`config.mk`:
```
export PLATFORM = sky130hd
export DESIGN_NAME = bridge_seq_ctrl
export DESIGN_NICKNAME = d
export VERILOG_FILES = /design/src/rtl/bridge_seq_pkg.sv /design/src/rtl/bridge_deadtime.sv /design/src/rtl/bridge_seq_ctrl.sv
export SDC_FILE = /design/constraint.sdc
export NUM_CORES = 1
export LEC_CHECK = 0
export BUFFER_PORTS_ARGS = -buffer_cell sky130_fd_sc_hd__buf_2
export CAP_MARGIN = 10
export CORE_UTILIZATION = 59
export DETAILED_ROUTE_END_ITERATION = 6
export PLACE_DENSITY = 0.84
export SYNTH_ARGS = -nofsm -noshare
export SYNTH_HDL_FRONTEND = slang
export SYNTH_SLANG_ARGS = --single-unit
```
`constraint.sdc`:
```
create_clock -name clk -period 3.2 [get_ports clk]
set_input_delay 0.32 -clock clk [delete_from_list [all_inputs] [get_ports clk]]
set_output_delay 0.32 -clock clk [all_outputs]
set_load 0.02 [all_outputs]
```
`src/rtl/bridge_seq_pkg.sv`:
```
// Shared command, state and gate-pattern types for the H-bridge command sequencer.
package bridge_seq_pkg;

  typedef enum logic [2:0] {
    PAUSE     = 3'd0,
    PLUS      = 3'd1,
    MINUS     = 3'd2,
    BAL_P     = 3'd3,
    BAL_N     = 3'd4,
    START     = 3'd5,
    SHUTDOWN  = 3'd6,
    DISCHARGE = 3'd7
  } cmd_t;

  typedef enum logic [2:0] {
    S_IDLE,
    S_START,
    S_D0,
    S_D1,
    S_D2,
    S_D3,
    S_FAULT
  } dec_state_t;

  typedef enum logic [1:0] {
    SQ_OFF,
    SQ_PRE,
    SQ_SET
  } seq_state_t;

  typedef struct packed {
    logic [3:0] top;
    logic [3:0] bot;
    logic [3:0] mode;
  } bridge_pat_t;

  localparam bridge_pat_t PAT_OFF   = '{top: 4'b0000, bot: 4'b0000, mode: 4'b0000};
  localparam bridge_pat_t PAT_PLUS  = '{top: 4'b0001, bot: 4'b0010, mode: 4'b0001};
  localparam bridge_pat_t PAT_MINUS = '{top: 4'b0010, bot: 4'b0001, mode: 4'b0010};
  localparam bridge_pat_t PAT_BAL_P = '{top: 4'b0100, bot: 4'b1000, mode: 4'b0100};
  localparam bridge_pat_t PAT_BAL_N = '{top: 4'b1000, bot: 4'b0100, mode: 4'b1000};
  localparam bridge_pat_t PAT_DIS1  = '{top: 4'b0001, bot: 4'b0010, mode: 4'b0001};
  localparam bridge_pat_t PAT_DIS3  = '{top: 4'b0100, bot: 4'b1000, mode: 4'b0001};

  function automatic bridge_pat_t drive_pat(input cmd_t c);
    case (c)
      PLUS:    return PAT_PLUS;
      MINUS:   return PAT_MINUS;
      BAL_P:   return PAT_BAL_P;
      BAL_N:   return PAT_BAL_N;
      default: return PAT_OFF;
    endcase
  endfunction

  // Counter width able to hold max_val; never narrower than one bit.
  function automatic int cnt_width(input int max_val);
    return (max_val < 1) ? 1 : $clog2(max_val + 1);
  endfunction

endpackage

```
`src/rtl/bridge_deadtime.sv`:
```
// Dead-time gate: blanks the bridge for DEADTIME+1 cycles before a requested pattern is driven.
module bridge_deadtime
  import bridge_seq_pkg::*;
#(
  parameter int DEADTIME = 4
) (
  input  logic        clk,
  input  logic        rstn,
  input  logic        req,
  input  bridge_pat_t req_pat,
  input  logic        cancel,
  output bridge_pat_t pat,
  output logic        pending
);

  localparam int DW = cnt_width(DEADTIME);

  logic [DW-1:0] dt;
  bridge_pat_t   target;

  // Cancel beats a new request so fault and watchdog blanking can never be overridden.
  always_ff @(posedge clk) begin
    if (!rstn) begin
      pat     <= PAT_OFF;
      pending <= 1'b0;
      dt      <= '0;
      target  <= PAT_OFF;
    end else if (cancel) begin
      pat     <= PAT_OFF;
      pending <= 1'b0;
      dt      <= '0;
    end else if (req) begin
      pat     <= PAT_OFF;
      pending <= 1'b1;
      dt      <= DW'(DEADTIME);
      target  <= req_pat;
    end else if (pending) begin
      if (dt == '0) begin
        pat     <= target;
        pending <= 1'b0;
      end else begin
        dt <= dt - DW'(1);
      end
    end
  end

endmodule

```
`src/rtl/bridge_seq_ctrl.sv`:
```
// H-bridge command sequencer: strobe-driven command decode, precharge/discharge sequencing,
// fault latching with guarded clear, and an idle-bridge watchdog.
module bridge_seq_ctrl
  import bridge_seq_pkg::*;
#(
  parameter int DEADTIME      = 4,
  parameter int PRECHARGE_CYC = 750000000,
  parameter int SETTLE_CYC    = 50000000,
  parameter int WDT_CYC       = 0,
  parameter int NUM_ERR       = 8
) (
  input  logic               clk,
  input  logic               rstn,
  input  logic               strobe_i,
  input  logic [2:0]         cmd_i,
  input  logic [NUM_ERR-1:0] err_i,
  output logic [3:0]         top_o,
  output logic [3:0]         bot_o,
  output logic [3:0]         mode_o,
  output logic               st_o,
  output logic               ch_o,
  output logic               fan_o,
  output logic               break_o,
  output logic [NUM_ERR-1:0] err_latch_o,
  output logic               idle_o,
  output logic               wdt_trip_o
);

  localparam int TMAX = (PRECHARGE_CYC > SETTLE_CYC) ? PRECHARGE_CYC : SETTLE_CYC;
  localparam int TW   = cnt_width(TMAX);
  localparam int WW   = cnt_width(WDT_CYC);

  localparam logic [TW-1:0] PRE_LOAD = TW'(PRECHARGE_CYC - 1);
  localparam logic [TW-1:0] SET_LOAD = TW'(SETTLE_CYC - 1);
  localparam logic [WW-1:0] WDT_LOAD = WW'((WDT_CYC > 0) ? WDT_CYC - 1 : 0);

  typedef struct packed {
    dec_state_t         dec;
    seq_state_t         sq;
    logic [TW-1:0]      timer;
    logic [WW-1:0]      wdt;
    logic [1:0]         clr_step;
    logic               strobe_q;
    logic               cmd_vld;
    cmd_t               cmd_q;
    logic               st;
    logic               ch;
    logic               fan;
    logic               brk;
    logic               wdt_trip;
    logic               idle;
    logic [NUM_ERR-1:0] err_latch;
  } ctrl_t;

  ctrl_t       r;
  ctrl_t       nxt;
  logic        fall;
  logic        dt_req;
  logic        dt_cancel;
  logic        pending;
  bridge_pat_t dt_req_pat;
  bridge_pat_t pat;

  bridge_deadtime #(
    .DEADTIME (DEADTIME)
  ) u_deadtime (
    .clk     (clk),
    .rstn    (rstn),
    .req     (dt_req),
    .req_pat (dt_req_pat),
    .cancel  (dt_cancel),
    .pat     (pat),
    .pending (pending)
  );

  always_comb begin
    nxt        = r;
    dt_req     = 1'b0;
    dt_req_pat = PAT_OFF;
    dt_cancel  = 1'b0;

    // Command is captured on the strobe's falling edge and decoded one cycle later.
    fall         = r.strobe_q & ~strobe_i;
    nxt.strobe_q = strobe_i;
    nxt.cmd_vld  = fall;
    if (fall) nxt.cmd_q = cmd_t'(cmd_i);

    case (r.sq)
      SQ_PRE: begin
        if (r.timer == '0) begin
          nxt.st    = 1'b1;
          nxt.sq    = SQ_SET;
          nxt.timer = SET_LOAD;
        end else begin
          nxt.timer = r.timer - TW'(1);
        end
      end
      SQ_SET: begin
        if (r.timer == '0) begin
          nxt.ch = 1'b0;
          nxt.sq = SQ_OFF;
        end else begin
          nxt.timer = r.timer - TW'(1);
        end
      end
      default: ;
    endcase

    // PAUSE and SHUTDOWN stay effective while a pattern change is pending; they only blank.
    if (r.cmd_vld) begin
      case (r.dec)
        S_IDLE: begin
          case (r.cmd_q)
            PAUSE: dt_cancel = 1'b1;
            PLUS, MINUS, BAL_P, BAL_N: begin
              if (r.sq == SQ_OFF && r.st && !r.ch && !pending) begin
                dt_req     = 1'b1;
                dt_req_pat = drive_pat(r.cmd_q);
              end
            end
            START: begin
              if (r.sq == SQ_OFF && !pending) nxt.dec = S_START;
            end
            SHUTDOWN: begin
              dt_cancel = 1'b1;
              nxt.st    = 1'b0;
              nxt.ch    = 1'b0;
              nxt.fan   = 1'b0;
              nxt.sq    = SQ_OFF;
              nxt.timer = '0;
            end
            DISCHARGE: begin
              if (r.sq == SQ_OFF && !pending) nxt.dec = S_D0;
            end
            default: ;
          endcase
        end
        S_START: begin
          if (r.cmd_q == PAUSE) begin
            dt_cancel = 1'b1;
            nxt.fan   = 1'b1;
            nxt.st    = 1'b0;
            nxt.ch    = 1'b1;
            nxt.sq    = SQ_PRE;
            nxt.timer = PRE_LOAD;
          end
          nxt.dec = S_IDLE;
        end
        S_D0: nxt.dec = (r.cmd_q == PAUSE)     ? S_D1 : S_IDLE;
        S_D1: nxt.dec = (r.cmd_q == DISCHARGE) ? S_D2 : S_IDLE;
        S_D2: nxt.dec = (r.cmd_q == PAUSE)     ? S_D3 : S_IDLE;
        S_D3: begin
          // Codes 1 and 3 select the single- and triple-leg discharge patterns.
          if (r.st || r.ch) begin
            nxt.dec = S_IDLE;
          end else if (r.cmd_q == PLUS) begin
            dt_req     = 1'b1;
            dt_req_pat = PAT_DIS1;
            nxt.dec    = S_IDLE;
          end else if (r.cmd_q == BAL_P) begin
            dt_req     = 1'b1;
            dt_req_pat = PAT_DIS3;
            nxt.dec    = S_IDLE;
          end
        end
        S_FAULT: begin
          if (r.cmd_q == DISCHARGE) begin
            nxt.clr_step = 2'd1;
          end else if (r.clr_step == 2'd1 && r.cmd_q == PAUSE) begin
            nxt.clr_step = 2'd2;
          end else if (r.clr_step == 2'd2 && r.cmd_q == SHUTDOWN && err_i == '0) begin
            nxt.clr_step  = 2'd0;
            nxt.err_latch = '0;
            nxt.brk       = 1'b0;
            nxt.wdt_trip  = 1'b0;
            nxt.dec       = S_IDLE;
          end else begin
            nxt.clr_step = 2'd0;
          end
        end
        default: nxt.dec = S_IDLE;
      endcase
    end

    // With WDT_CYC == 0 the counter is pinned at zero and never fires.
    if (fall || pat.top == 4'b0000) begin
      nxt.wdt = WDT_LOAD;
    end else if (r.wdt == '0) begin
      if (WDT_CYC > 0) begin
        dt_cancel    = 1'b1;
        nxt.wdt_trip = 1'b1;
      end
    end else begin
      nxt.wdt = r.wdt - WW'(1);
    end

    if (|err_i) begin
      nxt.dec       = S_FAULT;
      dt_cancel     = 1'b1;
      nxt.st        = 1'b0;
      nxt.ch        = 1'b0;
      nxt.fan       = 1'b1;
      nxt.brk       = 1'b1;
      nxt.sq        = SQ_OFF;
      nxt.timer     = '0;
      nxt.err_latch = r.err_latch | err_i;
      nxt.clr_step  = 2'd0;
    end

    // Registered so that idle_o is low while reset is held, like every other output.
    nxt.idle = (nxt.dec == S_IDLE);
  end

  always_ff @(posedge clk) begin
    if (!rstn) r <= '0;
    else       r <= nxt;
  end

  assign top_o       = pat.top;
  assign bot_o       = pat.bot;
  assign mode_o      = pat.mode;
  assign st_o        = r.st;
  assign ch_o        = r.ch;
  assign fan_o       = r.fan;
  assign break_o     = r.brk;
  assign err_latch_o = r.err_latch;
  assign idle_o      = r.idle;
  assign wdt_trip_o  = r.wdt_trip;

endmodule

```
==> impl_metrics.py, run 1 <==
metrics = {
    "setup_path": {
        "cpMostUsedCell": "a21oi_1",
        "crit_family": "simple AND/OR/NAND/NOR gates",
        "slowest_delay_ns": 0.57,
        "cp_slowest_cell": "or4_4",
        "crit_chain": "or4_4, or3_1, nor3_4, inv_2, ha_1, nand2_1, a21oi_1, a21oi_1, a21oi_1",
        "worstPathMaxFanout": 21,
        "crit_type": "flip-flop to flip-flop",
        "crit_required_ns": 3.42,
        "arrival_ns": 2.88,
        "crit_path_end_kind": "flip-flop",
        "crit_path_start_kind": "flip-flop",
        "critical_path_buf_inv_count": 1,
    },
    "floorplan": {
        "die_h_um": 85.42,
        "num_rows": 30,
        "core_sq_mm": 0.006756,
        "dieWidth_um": 85.42,
        "die_area_sq_mm": 0.007296,
        "io_pins": 40,
        "initial_core_util_pct": 60.76,
    },
    "logic_synthesis": {
        "seq_area_frac_synth_pct": 34.62,
        "synth_edf_count": 0,
        "ys_seq_elements": 71,
        "synth_area_sq_mm": 0.004105,
        "synthArstFlopShare_pct": 0,
        "ys.flop_type": "dfxtp_1",
        "post-synth-top-area-cell": "dfxtp_1",
        "syn-mean-instance-area_sq_um": 8.049,
        "syn_nets": 532,
        "synth.distinct_cells": 70,
        "yosysTopAreaCellShare_pct": 34.62,
        "netlist_instances": 510,
        "yosys_warnings": 0,
        "synthTopCellsByArea": "dfxtp_1, nor2_1, mux2i_1",
    },
    "clock_network": {
        "clock_latency_ns": 0.36,
        "post_cts_buffers": 0,
        "cts_buffers": 9,
        "clk_pin_slew_worst_paths_ns": 0.08,
        "cts_hold_repair.buffers": 0,
        "htreeDepth": 3,
        "cts_tree": "done",
        "cts_resized": 0,
        "clock-sinks": 71,
        "cts_buffer_depth": 2,
        "cts-root-buf": "clkbuf_8",
    },
    "sta": {
        "tns_ns": 0,
        "fin_skew_ns": 0.009393,
        "finalSetupViolCount": 0,
        "relSlewSlack_pct": 39.43,
        "holdWs_ns": 0.1890,
        "period_minus_slack_ns": 2.660,
        "fmax_mhz": 375.9,
        "finalCritPeriodShare_pct": 83.13,
        "slew_violations": 0,
        "worst_pin_slew_ns": 0.8968,
        "hold_viol_final": 0,
        "rsz0062_at_grt": "false",
    },
    "placed_design": {
        "port_buffers": 38,
        "dpl.hpwl_mm": 7.364,
        "gp_congestion": 0.9807,
        "placed_area_sq_mm": 0.004233,
    },
    "layout": {
        "final_cell_mix": "dfxtp_1, nor2_1, buf_2, a21oi_1, nand2_1",
        "drive_above_1_share_pct": 15.97,
        "syn_to_final_growth_pct": 8.686,
        "nets": 544,
        "design_area_sq_mm": 0.004462,
        "fill_cells": 549,
        "post-route-util_pct": 66.04,
        "final_common_cell": "dfxtp_1",
        "multi_input_area_sq_mm": 0.002386,
        "num_antenna_cells": 0,
        "regArea_sq_mm": 0.001421,
    },
    "pwr": {
        "p_leak_nw": 1.671,
        "max-vdd-ir-drop_mv": 0.2000,
        "powerDensity_mw_per_mm2": 405.6,
    },
    "grt": {
        "grt_max_degree": 23,
        "grt.total_usage_pct": 29.93,
        "grt_pass1_vias": 3662,
        "overflow": 0,
        "antenna_found_initial": 0,
        "grt_pass1_wl_mm": 17.32,
    },
    "detailed_routing": {
        "wl_per_cell_um": 17.54,
        "viasPerCell": 6.723,
        "route.vias.total": 4074,
        "drtIter0Drc": 246,
        "drc_errors": 0,
        "ant_nets": 0,
        "wl_mm": 10.63,
        "detail_route.first_pass.iterations": 5,
    },
    "status": {
        "outcome": "completed",
    },
    "flow_run": {
        "maxCapViolCount": 0,
    },
    "hold_path": {
        "hp-class": "primary input to flip-flop",
    },
}
-- where the power goes --
part / total (mW) / switching (mW) / leakage [nW] / internal [mW]
Clock: 0.832 / 0.351 / 0.116 / 0.481
Sequential: 0.910 / 0.0148 / 0.576 / 0.895
Combinational: 0.0681 / 0.0395 / 0.979 / 0.0286
Total: 1.81 / 0.405 / 1.67 / 1.41
-- state kept, by name (all words and copies together), names as in the netlist --
register / cells
u_deadtime.pending: 1
r: 42
idle_o: 1
ch_o: 1
fan_o: 1
u_deadtime.target: 6
err_latch_o: 8
st_o: 1
break_o: 1
u_deadtime.dt: 3
u_deadtime.pat: 6
-- layout make-up --
cell class	instances	share of cell area, %
repair buffers	48	5.945
multi-input cells	376	53.48
clock inverters	4	1.739
inverters	16	1.346
clock buffers	11	3.393
well taps	80	2.243
flip-flops and latches	71	31.86
-- tightest hold or removal path, delay by kind of cell --
kind	cells	cell delay (ns)
buf+inv	1	0.09
simple gates	2	0.09
-- per-stage QoR --
stage / worst slack [ns] / std cells / total power, mW
5_1_grt: 0.4146 / 606 / 1.866
3_3_place_gp: 0.6477 / 591 / 0.9944
4_1_cts: 0.5775 / 606 / 1.817
2_1_floorplan: 0.6648 / 510 / 0.9831
6_report: 0.5400 / 606 / 1.810
3_5_place_dp: 0.5973 / 591 / 0.9977
-- cells in the mapped netlist (all sizes together), types with 2 or more instances --
cell / instances
o21ai: 19
or4b: 2
a32oi: 3
mux2: 2
nor2b: 4
inv: 16
a31oi: 15
nor3: 20
nand4: 13
a32o: 2
a21o: 6
buf: 19
a311oi: 2
ha: 8
nor3b: 3
o211ai: 9
o311ai: 2
o2111ai: 4
or4: 9
a21oi: 33
nor2: 63
xor2: 4
o31ai: 6
nand2b: 8
clkbuf: 28
o22ai: 2
a211oi: 4
nand2: 31
nor4b: 3
a2111oi: 2
mux2i: 17
o21a: 3
nand3b: 3
nor4: 16
a22oi: 2
nand3: 15
nand4bb: 2
and2: 3
or3: 11
or2: 6
a41oi: 2
dfxtp: 71
-- kinds of logic (layout without fill, tap and decap cells) --
kind of cell / Yosys count / in the layout / share of synthesized area, %
buffers and inverters: 63 / 79 / 7.254
adder cells (fa/ha/maj): 8 / 8 / 2.438
AO/OA/AOI/OAI: 127 / 127 / 21.03
XOR/XNOR: 5 / 5 / 1.067
other: 1 / 1 / 0.09135
AND/OR/NAND/NOR: 216 / 216 / 28.80
flip-flops: 71 / 71 / 34.62
multiplexers: 19 / 19 / 4.694
-- layer usage --
metal	GRT usage [%]	up-vias	routed length, um	share of wire, %
met5	0	-	0	0
met4	15.00	0	381	3.6
met3	7.977	47	935	8.8
met2	49.38	243	5080	48
met1	35.98	1875	4231	40
li1	-	1909	-	-
-- path summary, 6_finish.rpt --
path	startpoint	to	slack, ns	depth (start not counted)
max	r[39]	r[22]	0.54	9
max reg2reg	r[39]	r[22]	0.54	9
min reg2reg	err_latch_o[7]	err_latch_o[7]	0.46	2
min	err_i[6]	err_latch_o[6]	0.19	3
No activity file was read; power rests on OpenSTA's default activity.
==> run 2, diff against run 1 <==
Clock period 3.2 ns to 2.6 ns, I/O delays scaled along.
==> impl_metrics.py, run 2 (synthesis gave the netlist of run 1 again) <==
metrics = {
    "clock_network": {
        "clock-sinks": 71,
        "cts-root-buf": "clkbuf_8",
        "cts_resized": 0,
        "clk_pin_slew_worst_paths_ns": 0.08,
        "post_cts_buffers": 0,
        "cts_buffers": 9,
        "cts_buffer_depth": 2,
        "htreeDepth": 3,
        "clock_latency_ns": 0.36,
        "cts_hold_repair.buffers": 0,
        "cts_tree": "done",
    },
    "sta": {
        "tns_ns": 0,
        "rsz0062_at_grt": "false",
        "hold_viol_final": 0,
        "fmax_mhz": 404.9,
        "slew_violations": 0,
        "finalSetupViolCount": 0,
        "finalCritPeriodShare_pct": 95.00,
        "period_minus_slack_ns": 2.470,
        "relSlewSlack_pct": 55.69,
        "worst_pin_slew_ns": 0.6627,
        "fin_skew_ns": 0.009409,
    },
    "grt": {
        "grt_max_degree": 19,
        "antenna_found_initial": 0,
        "grt_pass1_vias": 3815,
        "grt_pass1_wl_mm": 18.34,
        "overflow": 0,
        "grt.total_usage_pct": 31.79,
    },
    "floorplan": {
        "initial_core_util_pct": 60.76,
        "io_pins": 40,
        "core_sq_mm": 0.006756,
        "die_h_um": 85.42,
        "dieWidth_um": 85.42,
        "die_area_sq_mm": 0.007296,
        "num_rows": 30,
    },
    "detailed_routing": {
        "drc_errors": 1,
        "highest_layer": "met4",
        "viasPerCell": 6.510,
        "drtIter0Drc": 307,
        "wl_per_cell_um": 17.83,
        "ant_nets": 0,
        "route.vias.total": 4108,
        "detail_route.first_pass.iterations": 7,
        "routed-wl-met2_mm": 5.318,
        "met3_length_mm": 1.002,
        "wl_mm": 11.25,
        "wl_met1_mm": 4.564,
    },
    "hold_path": {
        "hp-class": "primary input to flip-flop",
    },
    "setup_path": {
        "crit_path_end_kind": "flip-flop",
        "cp_slowest_cell": "or4_1",
        "crit_path_start_kind": "flip-flop",
        "crit_type": "flip-flop to flip-flop",
        "crit_chain": "or4_1, or4_4, or4_1, o211ai_1, a31oi_1",
        "arrival_ns": 2.72,
        "cpMostUsedCell": "or4_1",
        "crit_required_ns": 2.85,
        "worstPathMaxFanout": 8,
        "slowest_delay_ns": 0.73,
    },
    "layout": {
        "syn_to_final_growth_pct": 12.95,
        "drive_above_1_share_pct": 19.96,
        "final_cell_mix": "dfxtp_1, nor2_1, buf_2, buf_4, a21oi_1",
        "regMostFlops": "r",
        "largest_reg_flops": 42,
        "num_antenna_cells": 0,
        "nets": 568,
        "final_common_cell": "dfxtp_1",
    },
    "pwr": {
        "finalPower_mw": 2.215,
        "p_leak_nw": 1.786,
        "powerDensity_mw_per_mm2": 477.7,
        "max-vdd-ir-drop_mv": 0.2854,
    },
    "status": {
        "outcome": "finished, violations left",
        "violations": "DRC",
    },
    "flow_run": {
        "maxCapViolCount": 0,
    },
    "placed_design": {
        "port_buffers": 38,
        "dpl.hpwl_mm": 7.940,
        "gp_congestion": 0.9306,
    },
}
## run 2: per-layer routing
| layer | track usage [%] | vias up |
|---|---|---|
| li1 | - | 1949 |
| met1 | 38.26 | 1883 |
| met2 | 51.78 | 234 |
| met3 | 8.755 | 42 |
| met4 | 16.67 | 0 |
| met5 | 0 | - |
## run 2: worst paths after layout
path | start | to | slack (ns) | depth (start not counted)
setup / recovery | r[29] | r[40] | 0.13 | 5
hold / removal | strobe_i | r[18] | 0.13 | 2
setup reg to reg | r[29] | r[40] | 0.13 | 5
hold reg to reg | err_latch_o[0] | err_latch_o[0] | 0.47 | 2
## run 2: worst max-delay path: cells and delay by family (launching register included)
family	cells	cell delay [ns]
AO/OA/AOI/OAI	2	0.26
flip-flops	1	0.35
AND/OR/NAND/NOR	3	1.76
## run 2: final cells by class
cell class              instances  area [sq um]
clock inverters                 7         95.09
well taps                      80         100.1
fillers                       548          2120
clock buffers                   9         123.9
repair buffers                 72         445.4
multi-input cells             376          2391
flip-flops and latches         71          1421
inverters                      16         60.06
## run 2: power by group
part	leakage (nW)	internal, mW	total, mW	switching, mW
clock network	0.110	0.543	1.01	0.462
logic	1.10	0.0394	0.0964	0.0570
registers	0.576	1.10	1.11	0.0120
total	1.79	1.68	2.22	0.531
## run 2: stage by stage
step | setup slack [ns] | instance area (sq um) | instances | hold WS (ns) | utilization [%]
floorplan | 0.06482 | 4105 | 510 | 0.3758 | -
global placement | 0.1381 | 4413 | 615 | 0.4435 | 65.31
detailed placement | 0.1291 | 4413 | 615 | 0.4567 | 65.31
CTS | 0.1196 | 4632 | 631 | 0.1086 | 68.56
global route | 0.04815 | 4637 | 631 | 0.1244 | 68.63
finish | 0.1301 | 4637 | 631 | 0.1274 | 68.63
